**src/rtl/cfg_bank_arbiter.sv**
```systemverilog
// ============================================================================
// cfg_bank_arbiter: round-robin two-port writer for the PWM configuration bank,
// with optional staging committed at PWM period boundaries (CFG_BANK_SHADOW_EN).
// Revision: 1.0
// ============================================================================
`default_nettype none

module cfg_bank_arbiter #(
  parameter int ADDR_W = 7,
  parameter int DATA_W = 8
) (
  input  logic              clk,
  input  logic              rst,
  input  logic              a_valid,
  input  logic [ADDR_W-1:0] a_addr,
  input  logic [DATA_W-1:0] a_data,
  output logic              a_ack,
  input  logic              b_valid,
  input  logic [ADDR_W-1:0] b_addr,
  input  logic [DATA_W-1:0] b_data,
  output logic              b_ack,
  input  logic              period_end,
  output logic [DATA_W-1:0] en_reg_out_7_0,
  output logic [DATA_W-1:0] en_reg_out_15_8,
  output logic [DATA_W-1:0] en_reg_pwm_7_0,
  output logic [DATA_W-1:0] en_reg_pwm_15_8,
  output logic [DATA_W-1:0] pwm_duty_cycle,
  output logic              dirty,
  output logic              commit,
  output logic              addr_err
);

  typedef enum logic [0:0] {
    S_IDLE  = 1'b0,
    S_GRANT = 1'b1
  } state_t;

  localparam int c_NREGS = 5;

  state_t              r_state;
  logic                r_prio_b;
  logic                r_win_b;
  logic [ADDR_W-1:0]   r_addr;
  logic [DATA_W-1:0]   r_data;
  logic                r_a_ack;
  logic                r_b_ack;
  logic                r_addr_err;
  logic [DATA_W-1:0]   r_active [c_NREGS];
`ifdef CFG_BANK_SHADOW_EN
  logic [DATA_W-1:0]   r_stage  [c_NREGS];
  logic                r_dirty;
  logic                r_commit;
`endif

  // A requester is still holding its just-acked transfer during the ack
  // cycle, so it is masked for that one cycle to avoid a duplicate grant.
  logic                w_a_req;
  logic                w_b_req;
  logic                w_pick_b;
  logic                w_addr_ok;
  logic [2:0]          w_idx;

  assign w_a_req   = a_valid & ~r_a_ack;
  assign w_b_req   = b_valid & ~r_b_ack;
  assign w_pick_b  = w_b_req & (~w_a_req | r_prio_b);
  assign w_addr_ok = (r_addr < ADDR_W'(c_NREGS));
  assign w_idx     = r_addr[2:0];

  always_ff @(posedge clk or posedge rst) begin
    if (rst) begin
      r_state    <= S_IDLE;
      r_prio_b   <= 1'b0;
      r_win_b    <= 1'b0;
      r_addr     <= '0;
      r_data     <= '0;
      r_a_ack    <= 1'b0;
      r_b_ack    <= 1'b0;
      r_addr_err <= 1'b0;
      for (int i = 0; i < c_NREGS; i++) begin
        r_active[i] <= '0;
      end
`ifdef CFG_BANK_SHADOW_EN
      for (int i = 0; i < c_NREGS; i++) begin
        r_stage[i] <= '0;
      end
      r_dirty  <= 1'b0;
      r_commit <= 1'b0;
`endif
    end else begin
      r_a_ack    <= 1'b0;
      r_b_ack    <= 1'b0;
      r_addr_err <= 1'b0;
`ifdef CFG_BANK_SHADOW_EN
      // Commit reads pre-write staging; a coinciding grant write overrides dirty.
      r_commit <= 1'b0;
      if (period_end && r_dirty) begin
        r_active <= r_stage;
        r_dirty  <= 1'b0;
        r_commit <= 1'b1;
      end
`endif
      case (r_state)
        S_IDLE: begin
          if (w_a_req || w_b_req) begin
            r_win_b <= w_pick_b;
            r_addr  <= w_pick_b ? b_addr : a_addr;
            r_data  <= w_pick_b ? b_data : a_data;
            r_state <= S_GRANT;
          end
        end
        S_GRANT: begin
          r_a_ack  <= ~r_win_b;
          r_b_ack  <= r_win_b;
          r_prio_b <= ~r_win_b;
          r_state  <= S_IDLE;
          if (w_addr_ok) begin
`ifdef CFG_BANK_SHADOW_EN
            r_stage[w_idx] <= r_data;
            r_dirty        <= 1'b1;
`else
            r_active[w_idx] <= r_data;
`endif
          end else begin
            r_addr_err <= 1'b1;
          end
        end
      endcase
    end
  end

  assign a_ack           = r_a_ack;
  assign b_ack           = r_b_ack;
  assign addr_err        = r_addr_err;
  assign en_reg_out_7_0  = r_active[0];
  assign en_reg_out_15_8 = r_active[1];
  assign en_reg_pwm_7_0  = r_active[2];
  assign en_reg_pwm_15_8 = r_active[3];
  assign pwm_duty_cycle  = r_active[4];

`ifdef CFG_BANK_SHADOW_EN
  assign dirty  = r_dirty;
  assign commit = r_commit;
`else
  wire w_unused_period_end;
  assign w_unused_period_end = period_end;
  assign dirty  = 1'b0;
  assign commit = 1'b0;
`endif

endmodule

`default_nettype wire

```
**config.mk**
```make
export PLATFORM = sky130hd
export DESIGN_NAME = cfg_bank_arbiter
export DESIGN_NICKNAME = d
export VERILOG_FILES = /design/src/rtl/cfg_bank_arbiter.sv
export SDC_FILE = /design/constraint.sdc
export NUM_CORES = 1
export LEC_CHECK = 0
export ABC_AREA = 1
export CAP_MARGIN = 25
export CORE_MARGIN = 2
export CORE_UTILIZATION = 40
export CTS_BUF_LIST = sky130_fd_sc_hd__clkbuf_2 sky130_fd_sc_hd__clkbuf_4 sky130_fd_sc_hd__clkbuf_8
export DETAILED_ROUTE_END_ITERATION = 8
export MAX_ROUTING_LAYER = met4
export PLACE_DENSITY = 0.74
export SYNTH_ARGS = -nofsm -noshare
export SYNTH_HDL_FRONTEND = slang
export SYNTH_SLANG_ARGS = --single-unit
export TNS_END_PERCENT = 30
```
**constraint.sdc**
```tcl
create_clock -name clk -period 2.3 [get_ports clk]
set_clock_uncertainty 0.2 [all_clocks]
set_input_delay 0.46 -clock clk [delete_from_list [all_inputs] [get_ports clk]]
set_output_delay 0.46 -clock clk [all_outputs]
set_load 0.1 [all_outputs]
```
**Yosys cells after proc, flatten, opt, wreduce, memory -nomap -nowiden**

Cells that the tools add are included.

- Bits in registers: 61
- Input bits: 35
- Output and inout port bits: 45
- Word-level logic and storage cells: 41

- $lt $le $gt $ge: 3
- Muxes and demuxes: 11
- Bitwise gates (word level): 10
- Reductions and logical operators: 4

Operators with widths:

| cell | number |
|---|---|
| bitwise mux 40 bit | 1 |
| demux 8 bit (select 3 bit) | 1 |
| two-way mux 8 bit | 2 |
| < comparator 7 x 3 -> 1 bit, second input constant | 1 |
| two-way mux 7 bit | 1 |
| two-way mux 1 bit | 5 |
| inverter 1 bit | 5 |
| greater-or-equal comparator 4 bit, second input constant | 1 |
| < comparator 4 x 1 -> 1 bit, second input constant | 1 |
| inverter 3 -> 4 bit | 1 |
| AND reduction 2 bit | 2 |
| bitwise AND 1 bit | 3 |
| case mux 1 bit (2 select lines) | 1 |
| logical AND 1 bit | 1 |
| logical OR 1 bit | 1 |
| bitwise OR 1 bit | 1 |

**Longest topological paths before layout**

- Depth in word-level cells: 6
- Mapped depth: 8

**Least setup slack after synthesis**

OpenSTA, ideal clock, no wires.

- Path type: reg-to-reg
- From: register r_b_ack (netlist: b_ack)
- To: register r_addr[2]
- Setup time: 0.118 ns
- Data arrival time: 1.702 ns
- Required time: 1.982 ns
- Slack: 0.280 ns
- Cell stages (with the launch flop): 9
- Clock period less this slack: 2.020 ns
- Cell sequence: dfrtp_1 inv_1 nand2_1 inv_1 nand2_1 buf_2 nand2_1 nand3_1 nand2_1

- Word-level cells in the longest chain between the ends: 4
- Elaborated cells on any way between the ends: 6
- Classes of those cells: mux (1); bitwise (3); reduce/logical (2)

Ends and longest elaborated chain:

| what | line | text |
|---|---|---|
| from (decl) | 46 | `logic r_b_ack;` |
| from (signal assigned) | 113 | `r_b_ack <= r_win_b;` |
| inverter 1 bit * | 64 | `assign w_b_req = b_valid & ~r_b_ack;` |
| bitwise AND 1 bit * | 64 |  |
| bitwise AND 1 bit or logical OR 1 bit (tied branches) | 65, 104 |  |
| two-way mux 7 bit or AND reduction 2 bit (tied branches) | - |  |
| to (signal assigned) | 106 | `r_addr <= w_pick_b ? b_addr : a_addr;` |
| to (decl) | 43 | `logic [ADDR_W-1:0] r_addr;` |

Every way passes the cells marked *; elsewhere a longest branch is shown, timed or not.
A chain may end at the register's enable or synchronous reset.

**Final worst setup path**

- From: register r_addr[0]
- To: register r_active (netlist bit en_reg_out_7_0[4])

- Word-level cells in the longest chain between the ends: 6
- Elaborated cells on any way between the ends: 9
- Classes of those cells: order compare (3); mux (3); bitwise (1); reduce/logical (2)

Ends and longest elaborated chain:

| what | line | text |
|---|---|---|
| inverter 3 -> 4 bit (implied by the code) | 121 | `r_active[w_idx] <= r_data;` |
| greater-or-equal comparator 4 bit (implied by the code) or < comparator 4 x 1 -> 1 bit (tied branches) | 121 |  |
| logical AND 1 bit (implied by the code) | 121 |  |
| two-way mux 8 bit (implied by the code) | 121 |  |
| demux 8 bit (select 3 bit) | 121 |  |
| bitwise mux 40 bit | 121 |  |
| to (signal, indexed assignment) | 121 |  |
| to (decl) | 48 | `logic [DATA_W-1:0] r_active [c_NREGS];` |

Several ways; a longest one is shown, not always the timed one.

==> flow_summary.ini <==
[timing]
rsz0062_at_grt = false
maxSlewViolCount = 0
finalCriticalPeriod_ns = 1.842
setup_viol = 0
fin_tns_setup_ns = 0
tightestPinTransition_ns = 0.5185
fmax_mhz = 542.8
finalHoldViolCount = 0
slew_headroom_pct = 65.44
finalCritPeriodShare_pct = 80.09

[hold_path]
min_path_type = reg -> reg
min-delay-start = r_win_b
whs_path_depth = 1
hold_end = a_ack

[global_routing]
grt_util_all_layers_pct = 18.78
grt_pass1_vias = 2330
grt_pass1_wl_um = 11010
grt_antenna_before_repair = 0
grt_overflow = 0
grt_max_degree = 62

[layout]
drive_gt1_share_pct = 20.49
insertedDiodeCount = 0
seqCellArea_um2 = 1526
final_cells = 509
syn2layout_area_growth_pct = 30.43
layout_common_cells = 134 x nand2_1, 61 x dfrtp_1, 48 x buf_4
multiInputGateArea_um2 = 1181
fill_cells = 682
fin_nets = 440
layout_commonest_cell = nand2_1

[route]
vias = 2448
drt-total-wl_um = 6532
final_antenna_net_count = 0
dr.first_iter.drc_count = 160
drc = 0
viasPerCell = 4.809
post_drt_wl_per_cell_um = 12.83
firstDrtPassIters = 4

[synth]
syn_area_um2 = 2935
avgSynthCellArea_um2 = 8.949
yosys_warnings = 0
synth_seq_cells = 61
synth_cell_type_count = 21
synth_seq_area_share_pct = 52.00
synth_cells = 328

[floorplan]
dieArea_um2 = 8040
die_w_um = 89.67
row_count = 31
die_height_um = 89.67
io_pins = 80
core_um2 = 7176
start_util_pct = 40.91

[power]
ir_drop_v = 0.0004770
power.density_cell_area_nw_per_um2 = 1575
leakagePower_nw = 2.018

[placed_design]
place_congestion = 0.7941
io_buffers = 76
placed_cells = 493
dp_hpwl_um = 4481

[clock_network]
clk_latency_ns = 0.34
numCtsBuffers = 9
clockBufferDepth = 2
postCtsSetupBuffers = 0
cts_root_buf = clkbuf_8
cts_tree = done
cts_sinks = 61
htree_levels = 3
cts_hold_buf = 0
post_cts_resize_count = 0
clk_pin_slew_ns = 0.07

[worst_setup_path]
regToRegEndpoint = en_reg_out_7_0[4]
critPathMaxFanout = 19
crit_arrival_ns = 1.87
rr_startpoint = r_addr[0]
cp-end-kind = flop
start_kind = flop
r2r_slack_ns = 0.46
worstSetupPathType = reg -> reg
worstPathRequired_ns = 2.33
rr_worst_depth = 7

[run]
timing.max_cap.violations = 0

[run_status]
status = completed
critical path, cell delays in order (launching register included):
cell,delay (ns)
dfrtp_1,0.52
nor2_4,0.18
nor2_4,0.06
nor2_8,0.26
buf_4,0.23
nand3_4,0.12
nand2_1,0.10
nand2_1,0.06
worst max path at each step:
stage / startpoint / to / slack (ns) / cells past startpoint
3_3_place_gp: b_valid / r_data[0] / 0.30 / 8
4_1_cts: r_addr[0] / en_reg_out_7_0[4] / 0.44 / 7
2_1_floorplan: rst / a_ack / 0.13 / 1
5_1_grt: r_addr[0] / en_reg_pwm_15_8[5] / 0.30 / 7
6_report: r_addr[0] / en_reg_out_7_0[4] / 0.46 / 7
3_5_place_dp: a_valid / r_data[2] / 0.26 / 6
final cells by class:
cell class	instances	share of cell area, %
Multi-Input combinational cell	226	30.85
Clock inverter	5	0.6536
Inverter	24	2.353
Sequential cell	61	39.87
Timing Repair Buffer	83	19.08
Clock buffer	11	3.954
Tap cell	99	3.235
synth_stat cells:
cell	count	area share, %
inv_2	3	0.38
dfrtp_1	61	52
nand3b_1	14	3.6
a21oi_1	1	0.17
nand2_1	134	17
nand3_4	5	3.0
nor2_4	4	1.5
o21ai_0	1	0.17
buf_6	1	0.38
clkbuf_1	4	0.51
a21oi_2	1	0.30
buf_8	4	2.0
nor3_4	3	1.7
nand4_1	40	8.5
nor2_1	4	0.51
conb_1	1	0.13
nor2_8	1	0.68
inv_1	21	2.7
buf_4	4	1.0
nand3_1	16	2.7
buf_2	5	0.85
routing by layer:
| metal | vias up | wire length [um] | global-route usage [%] |
|---|---|---|---|
| met5 | - | 0 | - |
| met4 | 0 | 104 | 7.598 |
| met3 | 12 | 435 | 4.662 |
| met2 | 86 | 3004 | 28.14 |
| met1 | 1115 | 2988 | 24.44 |
| li1 | 1235 | - | - |
power breakdown:
| group | internal, W | total [W] | switching [W] |
|---|---|---|---|
| Combinational | 0.000707 | 0.00330 | 0.00259 |
| Clock | 0.000439 | 0.000842 | 0.000403 |
| Sequential | 0.00145 | 0.00189 | 0.000439 |
state kept, by name, indices dropped and copies added (netlist names):
signal,count
pwm_duty_cycle,8
r_addr,7
r_win_b,1
en_reg_out_7_0,8
en_reg_pwm_15_8,8
r_state,1
b_ack,1
en_reg_pwm_7_0,8
r_data,8
addr_err,1
a_ack,1
en_reg_out_15_8,8
r_prio_b,1
per-stage QoR:
step	hold slack, ns	instance area [um^2]	worst slack, ns	utilization, %	total power (W)
floorplan	0.2244	2939	0.1270	-	0.004509
global placement	0.2545	3652	0.3031	50.90	0.005155
detailed placement	0.2603	3652	0.2647	50.90	0.005205
CTS	0.2758	3829	0.4424	53.36	0.006060
global route	0.2791	3829	0.3038	53.36	0.006392
finish	0.2715	3829	0.4579	53.36	0.006030
kinds of logic after synthesis:
kind of cell | Yosys count | share of synthesized area (%)
other cells | 1 | 0.1278
compound gates | 3 | 0.6391
flops | 61 | 52.00
buf+inv | 42 | 7.886
simple gates | 221 | 39.34
Power figures use the tool's default switching activity.
